==> src/rtl/dest_reg_pipe.sv <==
// Write-destination unit: picks the register-file write address in ID and carries it,
// with its write enable, through the EX..WB pipeline registers for forwarding and hazard checks.
module dest_reg_pipe #(
    parameter int REG_ADDR_W = 5,
    parameter int STAGES     = 3,
    parameter int LINK_REG   = 31
) (
    input  logic                         i_clk,
    input  logic                         i_reset_n,
    input  logic [REG_ADDR_W-1:0]        i_rt,
    input  logic [REG_ADDR_W-1:0]        i_rd,
    input  logic [1:0]                   i_dst_sel,
    input  logic                         i_reg_write,
    input  logic                         i_valid,
    input  logic                         i_hold,
    input  logic                         i_bubble,
    input  logic [REG_ADDR_W-1:0]        i_rs_src,
    input  logic [REG_ADDR_W-1:0]        i_rt_src,
    output logic [STAGES*REG_ADDR_W-1:0] o_dst,
    output logic [STAGES-1:0]            o_wr_en,
    output logic [REG_ADDR_W-1:0]        o_dst_wb,
    output logic                         o_wr_en_wb,
    output logic [STAGES-1:0]            o_rs_hit,
    output logic [STAGES-1:0]            o_rt_hit
);

    localparam logic [REG_ADDR_W-1:0] LINK_ADDR = LINK_REG[REG_ADDR_W-1:0];

    typedef enum logic [1:0] {
        SEL_RD       = 2'b00,
        SEL_RT       = 2'b01,
        SEL_LINK     = 2'b10,
        SEL_RESERVED = 2'b11
    } dst_sel_e;

    logic [REG_ADDR_W-1:0] sel_addr;
    logic                  sel_we;
    logic [REG_ADDR_W-1:0] dst_q [STAGES];
    logic [STAGES-1:0]     we_q;

    // The reserved encoding and any write aimed at $0 never produce a write enable.
    always_comb begin
        sel_addr = '0;
        unique case (dst_sel_e'(i_dst_sel))
            SEL_RD:       sel_addr = i_rd;
            SEL_RT:       sel_addr = i_rt;
            SEL_LINK:     sel_addr = LINK_ADDR;
            SEL_RESERVED: sel_addr = '0;
            default:      sel_addr = '0;
        endcase
        sel_we = i_valid & i_reg_write & (i_dst_sel != SEL_RESERVED) & (sel_addr != '0);
    end

    always_ff @(posedge i_clk or negedge i_reset_n) begin
        if (!i_reset_n) begin
            for (int k = 0; k < STAGES; k++) begin
                dst_q[k] <= '0;
            end
            we_q <= '0;
        end else if (!i_hold) begin
            dst_q[0] <= i_bubble ? '0 : sel_addr;
            we_q[0]  <= i_bubble ? 1'b0 : sel_we;
            for (int k = 1; k < STAGES; k++) begin
                dst_q[k] <= dst_q[k-1];
                we_q[k]  <= we_q[k-1];
            end
        end
    end

    // Hit flags are combinational so forwarding sees the current ID sources without delay.
    for (genvar k = 0; k < STAGES; k++) begin : g_stage
        assign o_dst[k*REG_ADDR_W +: REG_ADDR_W] = dst_q[k];
        assign o_rs_hit[k] = we_q[k] & (dst_q[k] == i_rs_src);
        assign o_rt_hit[k] = we_q[k] & (dst_q[k] == i_rt_src);
    end

    assign o_wr_en    = we_q;
    assign o_dst_wb   = dst_q[STAGES-1];
    assign o_wr_en_wb = we_q[STAGES-1];

endmodule

==> config.mk <==
export PLATFORM = sky130hd
export DESIGN_NAME = dest_reg_pipe
export DESIGN_NICKNAME = d
export VERILOG_FILES = /design/src/rtl/dest_reg_pipe.sv
export SDC_FILE = /design/constraint.sdc
export NUM_CORES = 1
export LEC_CHECK = 0
export CAP_MARGIN = 10
export CORE_MARGIN = 2
export CORE_UTILIZATION = 36
export DETAILED_ROUTE_END_ITERATION = 10
export PLACE_DENSITY = 0.76
export SLEW_MARGIN = 20
export SYNTH_ARGS = -nofsm -noshare
export SYNTH_HDL_FRONTEND = slang
export SYNTH_SLANG_ARGS = --single-unit
==> constraint.sdc <==
create_clock -name i_clk -period 1.25 [get_ports i_clk]
set_input_delay 0.3125 -clock i_clk [delete_from_list [all_inputs] [get_ports i_clk]]
set_output_delay 0.3125 -clock i_clk [all_outputs]
set_load 0.03 [all_outputs]
==> results.py <==
metrics = {
    "outcome": {
        "outcome": "complete, but fails checks",
        "violations": "setup timing",
    },
    "clock_network": {
        "clkTransAtPathRegs_ps": 110,
        "cts_buffers": 3,
        "cts_hold_buf": 0,
        "clock_latency_ps": 310,
        "clock_sinks": 18,
        "clk_path_buf_depth": 2,
        "cts_htree_levels": 1,
        "root_buffer": "clkbuf_4",
        "cts_tree": "yes",
    },
    "global_route": {
        "grt_pass1_vias": 1248,
        "grt_pass1_wl_mm": 5.768,
        "overflow": 0,
        "antenna_found_initial": 0,
        "grtUsageTotal_pct": 22.45,
        "grt_max_degree": 19,
    },
    "synthesis": {
        "synthTopCellsByArea": "dfrtp_1, xor2_1, mux2_2, buf_4, xnor2_1",
        "synthFlopType": "dfrtp_1",
        "synth_seq_area_share_pct": 38.67,
        "ys_types": 20,
        "async_flop_share_pct": 100.0,
        "synthCells": 106,
        "yosysMostFrequentCell": "xor2_1",
        "synth_top_cell_area_share_pct": 38.67,
        "synth-edff-count": 0,
        "yosysWarnings": 0,
        "synthesis.area_um2": 1165,
        "synth_common_cells": "xor2_1, dfrtp_1, mux2_2",
        "yosys.area.top_type": "dfrtp_1",
        "synth_seq_cells": 18,
        "syn_nets": 134,
        "avgSynthCellArea_um2": 10.99,
    },
    "timing": {
        "fin_crit_sh_pct": 149.7,
        "rsz0062_at_grt": "true",
        "whs_ps": 318.1,
        "max_freq_mhz": 534.3,
        "setup_ws_ps": -621.6,
        "fin_worst_skew_ps": 6.622,
        "period_minus_slack_ps": 1872,
        "drv_slew": 0,
        "timing.slew.headroom_pct": 80.77,
        "tightest_slew_ps": 285.8,
        "hold_violations": 0,
        "setup_viol": 27,
    },
    "power": {
        "irDropWorstVdd_mv": 0.5187,
        "p_leak_nw": 1.044,
        "power_mw": 2.173,
        "p_per_area_nw_per_um2": 973.6,
    },
    "critical_path": {
        "critPathArrivalTime_ps": 1560,
        "ff2ff_setup_slack_ps": -50,
        "worstPathCellList": "xor2_1, nor4_2, and3_4, buf_6",
        "critPathCaptureType": "primary output",
        "crit_slowest_cell": "dfrtp_2",
        "cp_max_fo": 2,
        "setup.worst_path.class": "flop to primary output",
        "max_stage_delay_ps": 440,
        "cp-start-kind": "flop",
        "cp.required_ps": 940,
    },
    "final_layout": {
        "drive_above_1_share_pct": 57.87,
        "n_fill_cell": 227,
        "area_growth_pct": 91.62,
        "fin_nets": 226,
        "utilization_pct": 72.52,
        "n_antenna_cell": 0,
    },
    "floorplanning": {
        "num_rows": 20,
        "fp.dieW_um": 60.89,
        "initial_core_util_pct": 37.85,
        "ios": 58,
        "die_area_um2": 3707,
        "fp.dieH_um": 60.89,
        "fp.coreArea_um2": 3078,
    },
    "routing": {
        "vias": 1180,
        "dr.pass1.iters": 4,
        "avgRoutedWirePerCell_um": 15.76,
        "drt_wl_total_mm": 3.799,
        "via_per_inst": 4.896,
        "drtIter0Drc": 37,
        "drtAntennaViolNets": 0,
        "drc_errors": 0,
    },
    "placed_design": {
        "port_buffers": 57,
        "hpwl_mm": 2.757,
        "gp_congestion": 0.8192,
    },
    "run": {
        "drv_cap": 0,
    },
    "min_path": {
        "hold_class": "input pin to asynchronous set/reset pin",
    },
}
-- logic make-up after synthesis --
| kind of cell | synth area share (%) |
|---|---|
| AOI/OAI and AO/OA | 8.055 |
| xor gates and xnor gates | 22.56 |
| muxes | 11.60 |
| buffers and inverters | 5.585 |
| DFF | 38.67 |
| and+or+nand+nor | 13.53 |
-- layout by cell type (no fill, tap or decap) --
cell type / count
xor2_1: 23
nor4_2: 3
dfrtp_2: 16
clkdlybuf4s50_1: 17
clkbuf_8: 1
dlygate4sd2_1: 8
and3_4: 6
o2bb2ai_1: 4
dlymetal6s2s_1: 2
nand2_1: 2
xor2_2: 1
nor3_2: 1
clkbuf_4: 3
nor4_1: 5
dfrtp_1: 2
buf_6: 47
and4_1: 1
a22o_1: 5
xnor2_1: 6
nor2_1: 4
buf_4: 22
nor2b_2: 1
nand2b_1: 1
a21oi_1: 1
mux2_2: 12
nand3b_1: 1
a32o_1: 1
nor2_4: 1
-- where the power goes --
part	total, mW	leakage (nW)	switching, mW	internal (mW)
sequential	0.741	0.214	0.0846	0.656
combinational	1.06	0.809	0.490	0.566
clock	0.376	0.0210	0.198	0.178
-- final timing paths --
path / to / from / cells after the start
max: o_rs_hit[0] / o_dst[0]$_DFFE_PN0N_ / 4
min: o_dst[6]$_DFFE_PN0N_ / i_reset_n / 2
max reg2reg: o_dst_wb[2]$_DFFE_PN0N_ / o_dst[7]$_DFFE_PN0N_ / 5
min reg2reg: o_wr_en[0]$_DFFE_PN0N_ / o_wr_en[0]$_DFFE_PN0N_ / 1
max in group asynchronous: o_wr_en[1]$_DFFE_PN0N_ / i_reset_n / 2
min in group i_clk: o_wr_en[0]$_DFFE_PN0N_ / o_wr_en[0]$_DFFE_PN0N_ / 1
-- critical path: cells and delay by family (launching register included) --
kind                   cells  cell delay, ps
AND/OR/NAND/NOR            2             530
buffers and inverters      1             130
flip-flops                 1             440
XOR/XNOR                   1             150
-- sequential cells by signal (all words and copies together), names as in the netlist --
signal,cells
o_dst,10
o_dst_wb,5
o_wr_en,3
-- layout make-up --
| cell class | instances | area (um^2) | area share, % |
|---|---|---|---|
| well taps | 44 | 55.05 | 2.466 |
| flip-flops and latches | 18 | 470.5 | 21.08 |
| repair buffers | 96 | 959.7 | 42.99 |
| clock buffers | 4 | 36.28 | 1.626 |
| multi-input cells | 79 | 710.7 | 31.84 |
-- per-layer routing --
| layer | vias to the layer above | global-route usage [%] | wire (um) |
|---|---|---|---|
| li1 | 563 | - | - |
| met1 | 567 | 22.78 | 1472 |
| met2 | 43 | 43.63 | 2068 |
| met3 | 7 | 3.838 | 178 |
| met4 | 0 | 10.87 | 79 |
| met5 | - | 0 | 0 |
-- through the flow --
stage	setup slack [ps]	std cells	area [um^2]	setup TNS, ps
5_1_grt	-683.5	241	2232	-6701
3_5_place_dp	-760.8	225	1898	-8556
3_3_place_gp	-732.3	225	1898	-8204
2_1_floorplan	-234.2	106	1210	-1398
4_1_cts	-643.3	238	2160	-5848
6_report	-621.6	241	2232	-5687
-- repair_timing --
| item | in CTS | in global routing |
|---|---|---|
| pin swaps | 6 | 7 |
| setup buffers | 11 | 7 |
| cloned | 0 | 0 |
| gates resized for setup | 54 | 16 |
| setup endpoints to repair | 30 | 31 |
(Power assumes the default switching activity.)
